`src/rtl/cache_refill_arbiter.sv`:
```
// ---------------------------------------------------------------------------
// cache_refill_arbiter
//
// Arbitrates cache-line refills from N_REQ miss requesters onto a single
// memory port. A requester is picked round-robin. It is acknowledged with a
// one-cycle req_ready pulse. Its line is then fetched from memory as BEATS
// consecutive beats. Each beat is forwarded to the owner one cycle after
// memory completes it.
//
// Parameters
//   N_REQ   number of requesters (2..8)
//   ADDR_W  address width
//   DATA_W  memory beat width (BYTES = DATA_W/8)
//   BEATS   beats per cache line (power of two, 2..16)
//
// Ports
//   clk        clock, rising edge
//   rst        asynchronous reset, active low
//   req_valid  per-requester miss request, held until accepted
//   req_addr   miss address of requester i in [i*ADDR_W +: ADDR_W]
//   req_ready  one-hot, one-cycle acceptance pulse
//   rsp_valid  one-hot beat valid towards the owning requester
//   rsp_data   shared refill data bus
//   rsp_last   final beat of the line
//   mem_req    memory beat request
//   mem_addr   current beat address
//   mem_ready  memory beat complete, mem_rdata valid
//   mem_rdata  memory read data
// ---------------------------------------------------------------------------
module cache_refill_arbiter #(
   parameter int N_REQ  = 2,
   parameter int ADDR_W = 32,
   parameter int DATA_W = 32,
   parameter int BEATS  = 4
) (
   input  logic                      clk,
   input  logic                      rst,
   input  logic [N_REQ-1:0]          req_valid,
   input  logic [N_REQ*ADDR_W-1:0]   req_addr,
   output logic [N_REQ-1:0]          req_ready,
   output logic [N_REQ-1:0]          rsp_valid,
   output logic [DATA_W-1:0]         rsp_data,
   output logic                      rsp_last,
   output logic                      mem_req,
   output logic [ADDR_W-1:0]         mem_addr,
   input  logic                      mem_ready,
   input  logic [DATA_W-1:0]         mem_rdata
);

   localparam int BYTES  = DATA_W / 8;
   localparam int BYTE_W = $clog2(BYTES);
   localparam int CNT_W  = $clog2(BEATS);
   localparam int OFF_W  = $clog2(BYTES * BEATS);
   localparam int LINE_W = ADDR_W - OFF_W;
   localparam int PTR_W  = $clog2(N_REQ);

   typedef enum logic [1:0] {
      IDLE  = 2'd0,
      GRANT = 2'd1,
      BURST = 2'd2
   } state_t;

   state_t                  state_r;
   logic [PTR_W-1:0]        rr_ptr_r;
   logic [PTR_W-1:0]        owner_r;
   logic [LINE_W-1:0]       line_r;
   logic [CNT_W-1:0]        cnt_r;
   logic [N_REQ-1:0]        req_ready_r;
   logic [N_REQ-1:0]        rsp_valid_r;
   logic [DATA_W-1:0]       rsp_data_r;
   logic                    rsp_last_r;
   logic                    mem_req_r;
   logic [ADDR_W-1:0]       mem_addr_r;

   logic [PTR_W-1:0]        sel_s;
   logic [ADDR_W-1:0]       sel_addr_s;

   // First requester with valid set, searching upward from ptr and wrapping.
   function automatic logic [PTR_W-1:0] rr_pick(input logic [N_REQ-1:0] valid,
                                                input logic [PTR_W-1:0] ptr);
      logic found;
      int   idx;
      rr_pick = ptr;
      found   = 1'b0;
      for (int i = 0; i < N_REQ; i++) begin
         idx = (int'(ptr) + i) % N_REQ;
         if (!found && valid[idx]) begin
            rr_pick = PTR_W'(idx);
            found   = 1'b1;
         end else begin
            found   = found;
         end
      end
   endfunction

   function automatic logic [N_REQ-1:0] onehot(input logic [PTR_W-1:0] idx);
      onehot      = '0;
      onehot[idx] = 1'b1;
   endfunction

   // The beat index is placed directly above the byte offset, so the address
   // can never carry out of the line's alignment boundary.
   function automatic logic [ADDR_W-1:0] beat_addr(input logic [LINE_W-1:0] line,
                                                   input logic [CNT_W-1:0]  beat);
      beat_addr = {line, {OFF_W{1'b0}}} | (ADDR_W'(beat) << BYTE_W);
   endfunction

   // Round-robin candidate and its address, used only while IDLE.
   always_comb begin
      sel_s      = rr_pick(req_valid, rr_ptr_r);
      sel_addr_s = req_addr[int'(sel_s)*ADDR_W +: ADDR_W];
   end

   // Arbitration / refill FSM with all outputs registered.
   always_ff @(posedge clk or negedge rst) begin
      if (!rst) begin
         state_r     <= IDLE;
         rr_ptr_r    <= '0;
         owner_r     <= '0;
         line_r      <= '0;
         cnt_r       <= '0;
         req_ready_r <= '0;
         rsp_valid_r <= '0;
         rsp_data_r  <= '0;
         rsp_last_r  <= 1'b0;
         mem_req_r   <= 1'b0;
         mem_addr_r  <= '0;
      end else begin
         // Pulse-type outputs default low every cycle.
         req_ready_r <= '0;
         rsp_valid_r <= '0;
         rsp_data_r  <= '0;
         rsp_last_r  <= 1'b0;
         case (state_r)
            IDLE: begin
               mem_req_r  <= 1'b0;
               mem_addr_r <= '0;
               if (|req_valid) begin
                  // Owner and line address are captured here and stay frozen
                  // until the line completes. The requester still holds its
                  // request during GRANT, so the value is the same either way.
                  owner_r     <= sel_s;
                  line_r      <= LINE_W'(sel_addr_s >> OFF_W);
                  req_ready_r <= onehot(sel_s);
                  state_r     <= GRANT;
               end else begin
                  state_r     <= IDLE;
               end
            end
            GRANT: begin
               cnt_r      <= '0;
               mem_req_r  <= 1'b1;
               mem_addr_r <= beat_addr(line_r, '0);
               state_r    <= BURST;
            end
            BURST: begin
               if (mem_ready) begin
                  rsp_valid_r <= onehot(owner_r);
                  rsp_data_r  <= mem_rdata;
                  rsp_last_r  <= (cnt_r == CNT_W'(BEATS - 1));
                  if (cnt_r == CNT_W'(BEATS - 1)) begin
                     cnt_r      <= '0;
                     mem_req_r  <= 1'b0;
                     mem_addr_r <= '0;
                     rr_ptr_r   <= (owner_r == PTR_W'(N_REQ - 1)) ? '0 : owner_r + PTR_W'(1);
                     state_r    <= IDLE;
                  end else begin
                     cnt_r      <= cnt_r + CNT_W'(1);
                     mem_addr_r <= beat_addr(line_r, cnt_r + CNT_W'(1));
                     state_r    <= BURST;
                  end
               end else begin
                  // Wait state: address, count and request hold indefinitely.
                  state_r <= BURST;
               end
            end
            default: begin
               mem_req_r  <= 1'b0;
               mem_addr_r <= '0;
               state_r    <= IDLE;
            end
         endcase
      end
   end

   assign req_ready = req_ready_r;
   assign rsp_valid = rsp_valid_r;
   assign rsp_data  = rsp_data_r;
   assign rsp_last  = rsp_last_r;
   assign mem_req   = mem_req_r;
   assign mem_addr  = mem_addr_r;

endmodule

```
`config.mk`:
```
export PLATFORM = sky130hd
export DESIGN_NAME = cache_refill_arbiter
export DESIGN_NICKNAME = d
export VERILOG_FILES = /design/src/rtl/cache_refill_arbiter.sv
export SDC_FILE = /design/constraint.sdc
export NUM_CORES = 1
export LEC_CHECK = 0
export CAP_MARGIN = 20
export CORE_MARGIN = 2
export CORE_UTILIZATION = 42
export DETAILED_ROUTE_END_ITERATION = 8
export GPL_TIMING_DRIVEN = 0
export PLACE_DENSITY = 0.87
export SYNTH_ARGS = -nofsm -noshare
export SYNTH_HDL_FRONTEND = slang
export SYNTH_SLANG_ARGS = --single-unit
```
`constraint.sdc`:
```
create_clock -name clk -period 2.4 [get_ports clk]
set_clock_uncertainty 0.05 [all_clocks]
set_input_delay 0.48 -clock clk [delete_from_list [all_inputs] [get_ports clk]]
set_output_delay 0.48 -clock clk [all_outputs]
set_load 0.005 [all_outputs]
```
==> results.toml <==
[placed_design]
hpwl_um = 7040
gp_congestion = 0.779
io_buffers = 160

[grt]
antenna_found_initial = 0
grt_max_degree = 64
grt-ovfl-total = 0
grt_pass1_vias = 3056
grt_pass1_wl_um = 15300
gr-usage-all-layers_pct = 19.8

[die]
num_io_pins = 171
dieArea_um2 = 9980
core_area_um2 = 8810
rows = 34
die_y_um = 99.9
initial_utilization_pct = 43.9
die_w_um = 99.9

[logic_synthesis]
syn_area_um2 = 3860
ys.warnings.count = 0
synth.top_cell.area_share_pct = 66.1
synth.area.top_cells = "dfrtp_1 (66%), a221o_1 (7.3%), a22o_1 (6.3%), and3_1 (5.3%), and2_1 (4.5%)"
syn_inst = 285
ys_types = 25
yosys.area.top_type = "dfrtp_1"
postSynthAreaPerCell_um2 = 13.6
synth-seq-area-share_pct = 66.1
async_flop_share_pct = 100
synth_enable_flop_cells = 0
synth-seq-cells = 102
synth_ff_type = "dfrtp_1"

[sta]
min_period_over_period_pct = 86.5
rsz0062_at_grt = "false"
drv_slew = 0
setup_tns_ns = 0
setup_viol = 0
final_hold_viol_count = 0
slew_headroom_pct = 56.1
fmax_mhz = 482
whs_ns = 0.0390
post-route-min-period_ns = 2.08
worst_slew_pin_slew_ns = 0.656

[route]
wl_um = 9620
drt-pass1-iter-count = 4
final_antenna_net_count = 0
drt_iter0_drc = 96
drc_errors = 0
vias = 2936
avgViaCountPerCell = 5.14
routedWlPerCell_um = 16.8

[power_and_ir_drop]
max-vdd-ir-drop_v = 0.000441
leakage_nw = 2.73
cellPowerDensity_nw_per_um2 = 1020

[setup_path]
crit_fanout = 10
r2r-end = "line_r[12]"
start_kind = "flop"
r2r_start = "state_r[0]"
max_stage_delay_ns = 0.40
worst_setup_path_end_kind = "flop"
arrival_ns = 2.32
reg2reg_depth = 7
reg2reg_slack_ns = 0.32
critPathKind = "flop to flop"
crit_chain = "inv_1, ha_1, nand2_1, a21oi_1, buf_2, buf_1, a221o_1"
cp.required_ns = 2.65
critPathSlowestCell = "buf_1"

[flow_run]
max-cap-violations = 0

[cells_and_area]
diodes = 0
fin_nets = 565
syn2layout_area_growth_pct = 51.7
final_common_cell = "clkdlybuf4s50_1"
layout_common_cells = "clkdlybuf4s50_1 (159), dfrtp_1 (102), and3_1 (33)"
drive_above_1_share_pct = 6.05
fill_cells = 683

[clocking]
ctsHoldBuffers = 0
cts_resized = 0
cts_tree = "done"
cts_buffers = 9
clk_pin_slew_worst_paths_ns = 0.10
clk-insertion-delay-late_ns = 0.35
post_cts_buffers = 0
root_buffer = "clkbuf_8"
h-tree-depth = 3
clock-sinks = 102
clock_path_buffers = 2

[min_path]
hold_path.class = "input port to async pin"

[status]
status = "complete, no violations"
==> Yosys cell counts (4+ instances only) <==
| library cell | count |
|---|---|
| dfrtp_1 | 102 |
| nand2b_1 | 4 |
| inv_1 | 7 |
| clkbuf_1 | 17 |
| ha_1 | 6 |
| and3_1 | 33 |
| a221o_1 | 28 |
| nand2_1 | 6 |
| a22o_1 | 28 |
| and2_1 | 28 |
==> critical path: cells and delay by family (launching register included) <==
kind | cells | cell delay, ns
AOI/OAI and AO/OA | 2 | 0.47
buffers and inverters | 3 | 0.84
and+or+nand+nor | 1 | 0.06
DFF | 1 | 0.39
adders and majority gates | 1 | 0.21
==> logic make-up (layout without fill, tap and decap cells) <==
group | count (synthesis) | in the layout | synth area share, %
AND/OR/NAND/NOR | 77 | 77 | 11.9
multiplexers | 3 | 3 | 0.842
buffers and inverters | 31 | 208 | 3.82
flip-flops | 102 | 102 | 66.1
other | 1 | 2 | 0.0971
AO/OA/AOI/OAI | 65 | 65 | 15.3
adder cells (fa/ha/maj) | 6 | 6 | 1.94
==> report_power, final <==
part           internal, mW  switching (mW)  total [mW]
logic                  1.26           0.967        2.23
registers              2.26           0.278        2.54
clock network         0.623           0.590        1.21
==> metrics by stage <==
step | area, µm² | utilization [%] | power [mW] | setup slack (ns) | instances
3_3_place_gp | 5600 | 63.6 | 4.73 | -2.79 | 554
2_1_floorplan | 3870 | - | 3.70 | 0.738 | 286
4_1_cts | 5860 | 66.5 | 6.06 | 0.311 | 571
6_report | 5860 | 66.5 | 5.98 | 0.324 | 571
3_5_place_dp | 5630 | 63.9 | 4.82 | 0.00901 | 555
5_1_grt | 5860 | 66.5 | 6.38 | 0.196 | 571
==> per-layer routing <==
| metal | wire (µm) | up-vias | GRT usage (%) |
|---|---|---|---|
| met2 | 4700 | 104 | 31.3 |
| met1 | 4150 | 1446 | 26.9 |
| met3 | 572 | 15 | 3.83 |
| met4 | 191 | 0 | 8.54 |
| li1 | - | 1371 | - |
| met5 | 0 | - | 0 |
==> registers in the layout (all words and copies together) (netlist names) <==
register	flops
mem_req	1
rsp_valid	2
rsp_data	32
line_r	28
rsp_last	1
state_r	2
owner_r	1
cnt_r	2
mem_addr	30
rr_ptr_r	1
req_ready	2
==> cell type report <==
cell class	instances	area [µm²]	area share, %
repair buffers	161	1630	27.8
plain buffers	24	121	2.07
flip-flops and latches	102	2550	43.6
multi-input cells	153	1170	19.9
inverters	7	26.3	0.449
clock inverters	6	92.6	1.58
clock buffers	10	138	2.35
well taps	108	135	2.31
==> worst max-delay path by stage <==
stage	from	end	slack, ns	cells past startpoint
final	state_r[0]	line_r[12]	0.32	7
after CTS	state_r[0]	line_r[12]	0.31	7
after global routing	state_r[0]	line_r[15]	0.20	7
after global placement	rst	line_r[6]	-2.79	1
after detailed placement	mem_ready	mem_addr[18]	0.009	6
after floorplan	state_r[0]	mem_addr[11]	0.74	7
Note: power is estimated with default switching activity, not from simulation.
